File: src/rtl/fifo_pkg.sv
// Shared types and helpers for the FIFO family: output-stage mode, error-bit
// layout and parameter-check utilities.
package fifo_pkg;

   typedef enum logic {
      FIFO_OUT_COMB = 1'b0,
      FIFO_OUT_REG  = 1'b1
   } fifo_outmode_t;

   localparam int ERR_OVF = 0;
   localparam int ERR_UDF = 1;
   localparam int ERR_W   = 2;

   function automatic bit is_pow2(input int v);
      return (v > 0) && ((v & (v - 1)) == 0);
   endfunction

endpackage

File: src/rtl/fifo_ram.sv
// Width x Size storage: synchronous write, asynchronous read, no reset.
module fifo_ram
   import fifo_pkg::*;
#(
   parameter int Width = 12,
   parameter int Size  = 4,
   localparam int AW   = $clog2(Size)
) (
   input  logic             clk,
   input  logic             we,
   input  logic [AW-1:0]    wa,
   input  logic [Width-1:0] wd,
   input  logic [AW-1:0]    ra,
   output logic [Width-1:0] rd
);

   logic [Width-1:0] mem [Size];

   always_ff @(posedge clk) begin
      if (we) mem[wa] <= wd;
   end

   assign rd = mem[ra];

endmodule

File: src/rtl/sync_fifo.sv
// Single-clock FIFO with exact level, almost thresholds, optional registered
// read stage, synchronous flush and sticky overflow/underflow flags.
module sync_fifo
   import fifo_pkg::*;
#(
   parameter int Width       = 12,
   parameter int Size        = 4,
   parameter int AlmostFull  = 3,
   parameter int AlmostEmpty = 1,
   parameter int OutReg      = 0
) (
   input  logic                    clk,
   input  logic                    rst_n,
   input  logic                    flush,
   input  logic                    w,
   input  logic [Width-1:0]        wd,
   output logic                    wfull,
   output logic                    walmostfull,
   input  logic                    r,
   output logic [Width-1:0]        rd,
   output logic                    rempty,
   output logic                    ralmostempty,
   output logic [$clog2(Size):0]   level,
   output logic                    overflow,
   output logic                    underflow,
   input  logic                    errclr
);

   localparam int AW = $clog2(Size);
   localparam int PW = AW + 1;
   localparam fifo_outmode_t MODE = (OutReg != 0) ? FIFO_OUT_REG : FIFO_OUT_COMB;

   if (!is_pow2(Size) || Size < 2) begin : g_size_chk
      $error("sync_fifo: Size=%0d must be a power of 2 and >= 2", Size);
   end
   if (AlmostFull < 1 || AlmostFull > Size || AlmostEmpty < 0 || AlmostEmpty >= AlmostFull) begin : g_thr_chk
      $error("sync_fifo: need 1<=AlmostFull<=Size and 0<=AlmostEmpty<AlmostFull");
   end

   logic [PW-1:0]    wptr, rptr, level_q, level_nxt;
   logic [Width-1:0] mem_rd, odata;
   logic             ovld, ovld_nxt;
   logic             full_q, afull_q, aempty_q, empty_q;
   logic             wr_acc, rd_acc, mem_pop, mem_avail;
   logic [ERR_W-1:0] err_q, err_set;

   fifo_ram #(.Width(Width), .Size(Size)) u_ram (
      .clk (clk),
      .we  (wr_acc),
      .wa  (wptr[AW-1:0]),
      .wd  (wd),
      .ra  (rptr[AW-1:0]),
      .rd  (mem_rd)
   );

   assign wr_acc    = w & ~full_q & ~flush;
   assign rd_acc    = r & ~empty_q & ~flush;
   assign mem_avail = (wptr != rptr);

   // In registered mode memory is drained into the output word whenever that
   // word is absent or leaving; in comb mode the head is consumed directly.
   always_comb begin
      mem_pop  = rd_acc;
      ovld_nxt = 1'b0;
      if (MODE == FIFO_OUT_REG) begin
         mem_pop  = mem_avail & (~ovld | rd_acc) & ~flush;
         ovld_nxt = ovld;
         if (flush)        ovld_nxt = 1'b0;
         else if (mem_pop) ovld_nxt = 1'b1;
         else if (rd_acc)  ovld_nxt = 1'b0;
      end
   end

   always_comb begin
      level_nxt = level_q;
      if (flush)                  level_nxt = '0;
      else if (wr_acc && !rd_acc) level_nxt = level_q + PW'(1);
      else if (rd_acc && !wr_acc) level_nxt = level_q - PW'(1);
   end

   always_comb begin
      err_set          = '0;
      err_set[ERR_OVF] = w & full_q;
      err_set[ERR_UDF] = r & empty_q;
   end

   always_ff @(posedge clk or negedge rst_n) begin
      if (!rst_n) begin
         wptr     <= '0;
         rptr     <= '0;
         level_q  <= '0;
         full_q   <= 1'b0;
         afull_q  <= 1'b0;
         aempty_q <= 1'b1;
         empty_q  <= 1'b1;
         ovld     <= 1'b0;
         odata    <= '0;
         err_q    <= '0;
      end else begin
         level_q  <= level_nxt;
         full_q   <= (level_nxt == PW'(Size));
         afull_q  <= (level_nxt >= PW'(AlmostFull));
         aempty_q <= (level_nxt <= PW'(AlmostEmpty));
         empty_q  <= (MODE == FIFO_OUT_REG) ? ~ovld_nxt : (level_nxt == '0);
         ovld     <= ovld_nxt;
         // A new error event wins over a same-cycle clear.
         err_q    <= (errclr ? '0 : err_q) | err_set;
         if (flush) begin
            wptr <= '0;
            rptr <= '0;
         end else begin
            if (wr_acc)  wptr <= wptr + PW'(1);
            if (mem_pop) rptr <= rptr + PW'(1);
            if (MODE == FIFO_OUT_REG && mem_pop) odata <= mem_rd;
         end
      end
   end

   assign rd           = (MODE == FIFO_OUT_REG) ? odata : mem_rd;
   assign rempty       = empty_q;
   assign wfull        = full_q;
   assign walmostfull  = afull_q;
   assign ralmostempty = aempty_q;
   assign level        = level_q;
   assign overflow     = err_q[ERR_OVF];
   assign underflow    = err_q[ERR_UDF];

   a_level_range: assert property (@(posedge clk) disable iff (!rst_n) level_q <= PW'(Size));

   if (MODE == FIFO_OUT_COMB) begin : g_comb_chk
      a_empty_level: assert property (@(posedge clk) disable iff (!rst_n) empty_q == (level_q == '0));
   end

endmodule
File: config.mk
export PLATFORM = sky130hd
export DESIGN_NAME = sync_fifo
export DESIGN_NICKNAME = d
export VERILOG_FILES = /design/src/rtl/fifo_pkg.sv /design/src/rtl/fifo_ram.sv /design/src/rtl/sync_fifo.sv
export SDC_FILE = /design/constraint.sdc
export NUM_CORES = 1
export LEC_CHECK = 0
export CAP_MARGIN = 10
export CORE_MARGIN = 5
export CORE_UTILIZATION = 40
export DETAILED_ROUTE_END_ITERATION = 16
export MAX_ROUTING_LAYER = met4
export PLACE_DENSITY = 0.71
export SLEW_MARGIN = 20
export SYNTH_ARGS = -nofsm -noshare
export SYNTH_HDL_FRONTEND = slang
export SYNTH_SLANG_ARGS = --single-unit
File: constraint.sdc
create_clock -name clk -period 3.6 [get_ports clk]
set_input_delay 0.54 -clock clk [delete_from_list [all_inputs] [get_ports clk]]
set_output_delay 0.54 -clock clk [all_outputs]
set_load 0.1 [all_outputs]
# ---- Yosys cells after proc, flatten, opt, wreduce, memory -nomap -nowiden
# Memories as Yosys holds them, arrays and structs flattened.
# Cells that the tools add are included.
# Widths: inputs -> output; s select.
dict set report classes {
  reduce_logical 7
  bitwise_logic 10
  n_addsub 4
  mux 10
  n_lt_le_gt_ge 2
  eq_ne 1
}
# op n
set ops {}
lappend ops {{$mux 3} 7}
lappend ops {{$add 3x1->3 const B} 3}
lappend ops {{$and 1x1->1} 6}
lappend ops {{$reduce_bool 2->1} 2}
lappend ops {{$eq 3x3->1 const B} 1}
lappend ops {{$ge 3x2->1 const B} 1}
lappend ops {{$le 3x1->1 const B} 1}
lappend ops {{$logic_not 3->1} 1}
lappend ops {{$not 1->1} 3}
lappend ops {{$sub 3x1->3 const B} 1}
lappend ops {{$logic_and 1x1->1} 2}
lappend ops {{$logic_not 1->1} 2}
lappend ops {{$mux 1} 2}
lappend ops {{$mux 2} 1}
lappend ops {{$or 2x2->2} 1}
dict set report word_totals {
  register_bits 15
  ramBits 48
  out_inout_bits 21
  n_memories 1
}
# memory words word_bits rd rd_clocked_by_memory_dff wr line_no
set memory_table {}
lappend memory_table {u_ram.mem 4 12 1 0 1 fifo_ram.sv:17} ;# logic [Width-1:0] mem [Size];

# ---- Logic depth before layout (Yosys ltp)
dict set report logic_depth {
  word_depth 9
  depth_mapped 5
}

# ---- By module
# A second synthesis with hierarchy kept.
dict set report hier_totals {
  cells_unflattened 133
  hier_area_um2 2454.9
}
# module instances seq_area_each_um2 area_per_inst_um2 cells_per_inst
set by_module_without_submodules {}
lappend by_module_without_submodules {fifo_ram 1 1441.4 1766.7 66}
lappend by_module_without_submodules {sync_fifo 1 327.8 688.2 67}

# ---- Worst setup path before layout
# No wires, ideal clock.
dict set report synth_timing {
  kind {reg-to-reg}
  startpoint {reg level_q[0] (netlist: level[0])}
  endpoint {reg full_q (netlist: wfull)}
  synth_period_minus_slack_ns 2.303
  stages_incl_launch_ff 6
  setup_ns 0.080
  path_buffers 0
  slack_ns 1.297
  required_ns 3.520
  t_arrival_ns 2.223
  cell_sequence {dfrtp_1 -> inv_2 -> ha_1 -> or4_4 -> o211ai_2 -> nor3b_2}
}
dict set report synth_between {
  elab_chain_len 5
}
# item line_no
set synth_lines {}
lappend synth_lines {{start: declaration} sync_fifo.sv:40} ;# logic [PW-1:0] wptr, rptr, level_q, level_nxt;
lappend synth_lines {{start signal: assignment} sync_fifo.sv:100} ;# level_q <= level_nxt;
lappend synth_lines {{$sub 3x1->3} sync_fifo.sv:78} ;# else if (rd_acc && !wr_acc) level_nxt = level_q - PW'(1);
lappend synth_lines {{$mux 3} sync_fifo.sv:78}
lappend synth_lines {{$mux 3 *} sync_fifo.sv:77} ;# else if (wr_acc && !rd_acc) level_nxt = level_q + PW'(1);
lappend synth_lines {{$mux 3 *} sync_fifo.sv:76} ;# if (flush) level_nxt = '0;
lappend synth_lines {{$eq 3x3->1 *} sync_fifo.sv:101} ;# full_q <= (level_nxt == PW'(Size));
lappend synth_lines {{end signal: assignment} sync_fifo.sv:101}
lappend synth_lines {{end: declaration} sync_fifo.sv:43} ;# logic full_q, afull_q, aempty_q, empty_q;
# Mark *: on every way between the ends. The rest lies on a longest branch, timed or not.
# A chain may end at the register's enable or synchronous reset.

# ---- Final worst setup path
dict set report layout_timing {
  startpoint {reg rptr[0]}
  endpoint {out rd[2]}
}
dict set report layout_between {
  elab_chain_len 1
}
# item line_no
set layout_lines {}
lappend layout_lines {{start: declaration} sync_fifo.sv:40}
lappend layout_lines {{start signal: assignment} sync_fifo.sv:113} ;# if (mem_pop) rptr <= rptr + PW'(1);
lappend layout_lines {{$mem_v2 4x12} n/a}
lappend layout_lines {{end: declaration} sync_fifo.sv:20} ;# output logic [Width-1:0] rd,
# No other way between the ends.

==> impl_results.md <==
- Fin. max-slew vios: 0
- Std cell rows: 28
- Vias in the first global route: 1464
- Placer congestion estimate: 0.865
- Post-synth cell types: 38
- DRC: 0
- Syn_nets: 163
- Mapped cell area: 2510 sq um
- Clock Tree Root: clkbuf_8
- Wire length on met2: 2260 um
- Final-report setup violation count: 0
- Antenna Nets Post-Route: 0
- Pin count of the biggest net entering global routing: 15
- Vias post-DR: 1328
- Grt ovf: 0
- Slack of the critical path: 0.991 ns
- Routed wire per std cell: 17.2 um
- Die width: 89.3 um
- Critical Path AT: 2.07 ns
- First-pass GRT wire length: 7220 um
- Pre-CTS setup slack: 1.16 ns
- Fillers: 479
- Antenna violations before repair: 0
- CP Max Fanout: 14
- Core region area: 6030 sq um
- Max Used Layer: met4
- Worst slew pin tran: 0.980 ns
- Clk slew on worst S/H paths: 0.07 ns
- Critical path class: reg2out
- Setup TNS: 0 ns
- Max Fclk: 0.383 GHz
- HPWL Detailed: 3050 um
- CP endpoint kind: primary output
- TritonCTS clock tree: built
- Final hold violation count: 0
- Syn. warnings: 0
- Total GRT Usage: 13.0%
- Starting density of the core: 41.7%
- Avg Inst Size Synth: 18.1 sq um
- Startpoint Class: flop
- Run status: complete, no violations
- DR iter-0 viols: 76
- Nets: 206
- Die area: 7970 sq um
- Num Clock Sinks: 61
- Max_slew headroom: 34.5%
- Storage cell area: 1770 sq um
- Leak Pwr: 1.13 nW
- Layout cells sized above 1: 27.3%
- WL final: 4510 um
- RSZ-0062 raised after global routing: false
- Post-Syn Instances: 139
- CTS buffer count: 9
- FF+latch count, synth: 61
- Met3 WL post-DR: 251 um
- Setup Fix Bufs, Post-CTS: 0
- Met1 Wirelength: 1910 um
- Die Y-Extent: 89.3 um
- H-tree depth: 3
- CTS Hold Bufs: 0
- VDD IR max: 0.371 mV
- # diodes: 0
- Post-CTS sizing: 0
- HP Class: reg2reg
- Req. time, crit path: 3.06 ns
- PortBufs: 38
- Skew final: 0.00635 ns
- Power Dens Cells: 677 nW/um^2
- Clock Path Buffers: 2
- Fin crit share: 72.5%
- Area occupied by multi-input gates: 673 sq um
- Max cap viols: 0
- Area growth syn-to-layout: 26.3%
- IO Count: 39
- Vias per cell: 5.07
- Worst skew pair latency: 0.33 ns
- Final Critical Period: 2.61 ns
- Seq/Total Area, Yosys: 70.4%
- DR pass1 iterations: 4
## routing by layer
metal / vias to the layer above / track usage [%]
li1: 615 / -
met1: 664 / 14.6
met2: 38 / 21.5
met3: 11 / 3.13
met4: 0 / 6.90
met5: - / -
## cell type report
| type | instances | share of cell area [%] |
|---|---|---|
| clock inverter | 7 | 4.34 |
| multi-input combinational | 65 | 21.2 |
| sequential | 61 | 55.7 |
| timing repair buffer | 38 | 11.0 |
| tap | 75 | 2.96 |
| inverter | 7 | 0.828 |
| clock buffer | 9 | 3.90 |
## state kept, by name (all words and copies together) (netlist names)
name	cells
u_ram.mem	48
level	3
err_q	2
rptr	2
wptr	2
ralmostempty	1
rempty	1
walmostfull	1
wfull	1
## placed cells by master, fill, tap and decap left out, types with 2 or more instances in the layout
cell             instances
ha_1                     6
o21ai_0                  2
buf_4                   12
nor2_1                   9
dfrtp_1                 11
clkinv_2                 2
a21o_1                   2
xnor2_1                  3
bufinv_16                4
dfstp_2                  2
clkdlybuf4s50_1         26
a31oi_1                  2
clkbuf_8                 9
and2_1                   4
nand2_1                  4
mux4_2                  12
or3_1                    2
inv_1                    6
edfxtp_1                48
## worst paths after layout
path	slack, ns	to	from	depth (start not counted)
max reg2reg	1.74	wfull	level[0]	5
min reg2reg	0.54	err_q[1]	err_q[1]	2
min	0.54	err_q[1]	err_q[1]	2
max	0.99	rd[2]	rptr[0]	2
max in group asynchronous	2.64	wptr[1]	rst_n	1
min in group asynchronous	0.58	wfull	rst_n	1
## metrics by stage
step | hold slack (ns) | cell area (sq um) | std cells | total power [mW] | util [%]
3_5_place_dp | 0.536 | 2910 | 246 | 1.38 | 48.3
5_1_grt | 0.561 | 3170 | 262 | 2.23 | 52.7
3_3_place_gp | 0.520 | 2910 | 246 | 1.37 | 48.3
6_report | 0.539 | 3170 | 262 | 2.15 | 52.7
2_1_floorplan | 0.244 | 2510 | 139 | 1.26 | -
4_1_cts | 0.546 | 3170 | 262 | 2.17 | 52.7
## cell usage after synthesis (all sizes together)
| library cell | count | area share (%) |
|---|---|---|
| a211oi | 2 | 0.80 |
| a21o | 2 | 0.60 |
| a31oi | 2 | 0.50 |
| and2 | 5 | 1.3 |
| and4 | 1 | 0.35 |
| buf | 5 | 1.6 |
| clkbuf | 1 | 0.15 |
| dfrtp | 11 | 11 |
| dfstp | 2 | 2.1 |
| edfxtp | 48 | 57 |
| ha | 6 | 3.0 |
| inv | 7 | 1.0 |
| mux2i | 1 | 0.40 |
| mux4 | 12 | 11 |
| nand2 | 4 | 0.60 |
| nand2b | 1 | 0.55 |
| nand3 | 1 | 0.20 |
| nand3b | 1 | 0.30 |
| nand4 | 1 | 0.25 |
| nor2 | 9 | 1.3 |
| nor2b | 1 | 0.35 |
| nor3 | 1 | 0.20 |
| nor3b | 1 | 0.50 |
| nor4b | 1 | 0.35 |
| o211ai | 2 | 0.80 |
| o21ai | 2 | 0.40 |
| or2b | 1 | 0.30 |
| or3 | 2 | 0.50 |
| or4 | 1 | 0.45 |
| xnor2 | 4 | 1.7 |
| xor2 | 1 | 0.35 |
## cells by family (layout without fill, tap and decap cells)
family	after synthesis	after routing	share of synthesized area, %
AND/OR/NAND/NOR	31	31	7.52
XOR/XNOR	5	5	2.04
buffers and inverters	13	61	2.79
flip-flops	61	61	70.4
adder cells (fa/ha/maj)	6	6	2.99
multiplexers	13	13	11.2
AO/OA/AOI/OAI	10	10	3.09
## worst max-delay path: stages (launching register included)
cell and delay, ns:
dfrtp_1 0.88, mux4_2 0.60, buf_4 0.25
## power breakdown
part	leakage (nW)	internal [mW]	total [mW]	switching, mW
registers	0.603	0.806	0.843	0.0375
logic	0.396	0.146	0.520	0.374
clock network	0.129	0.527	0.787	0.259
Note: power is estimated with default switching activity, not from simulation.
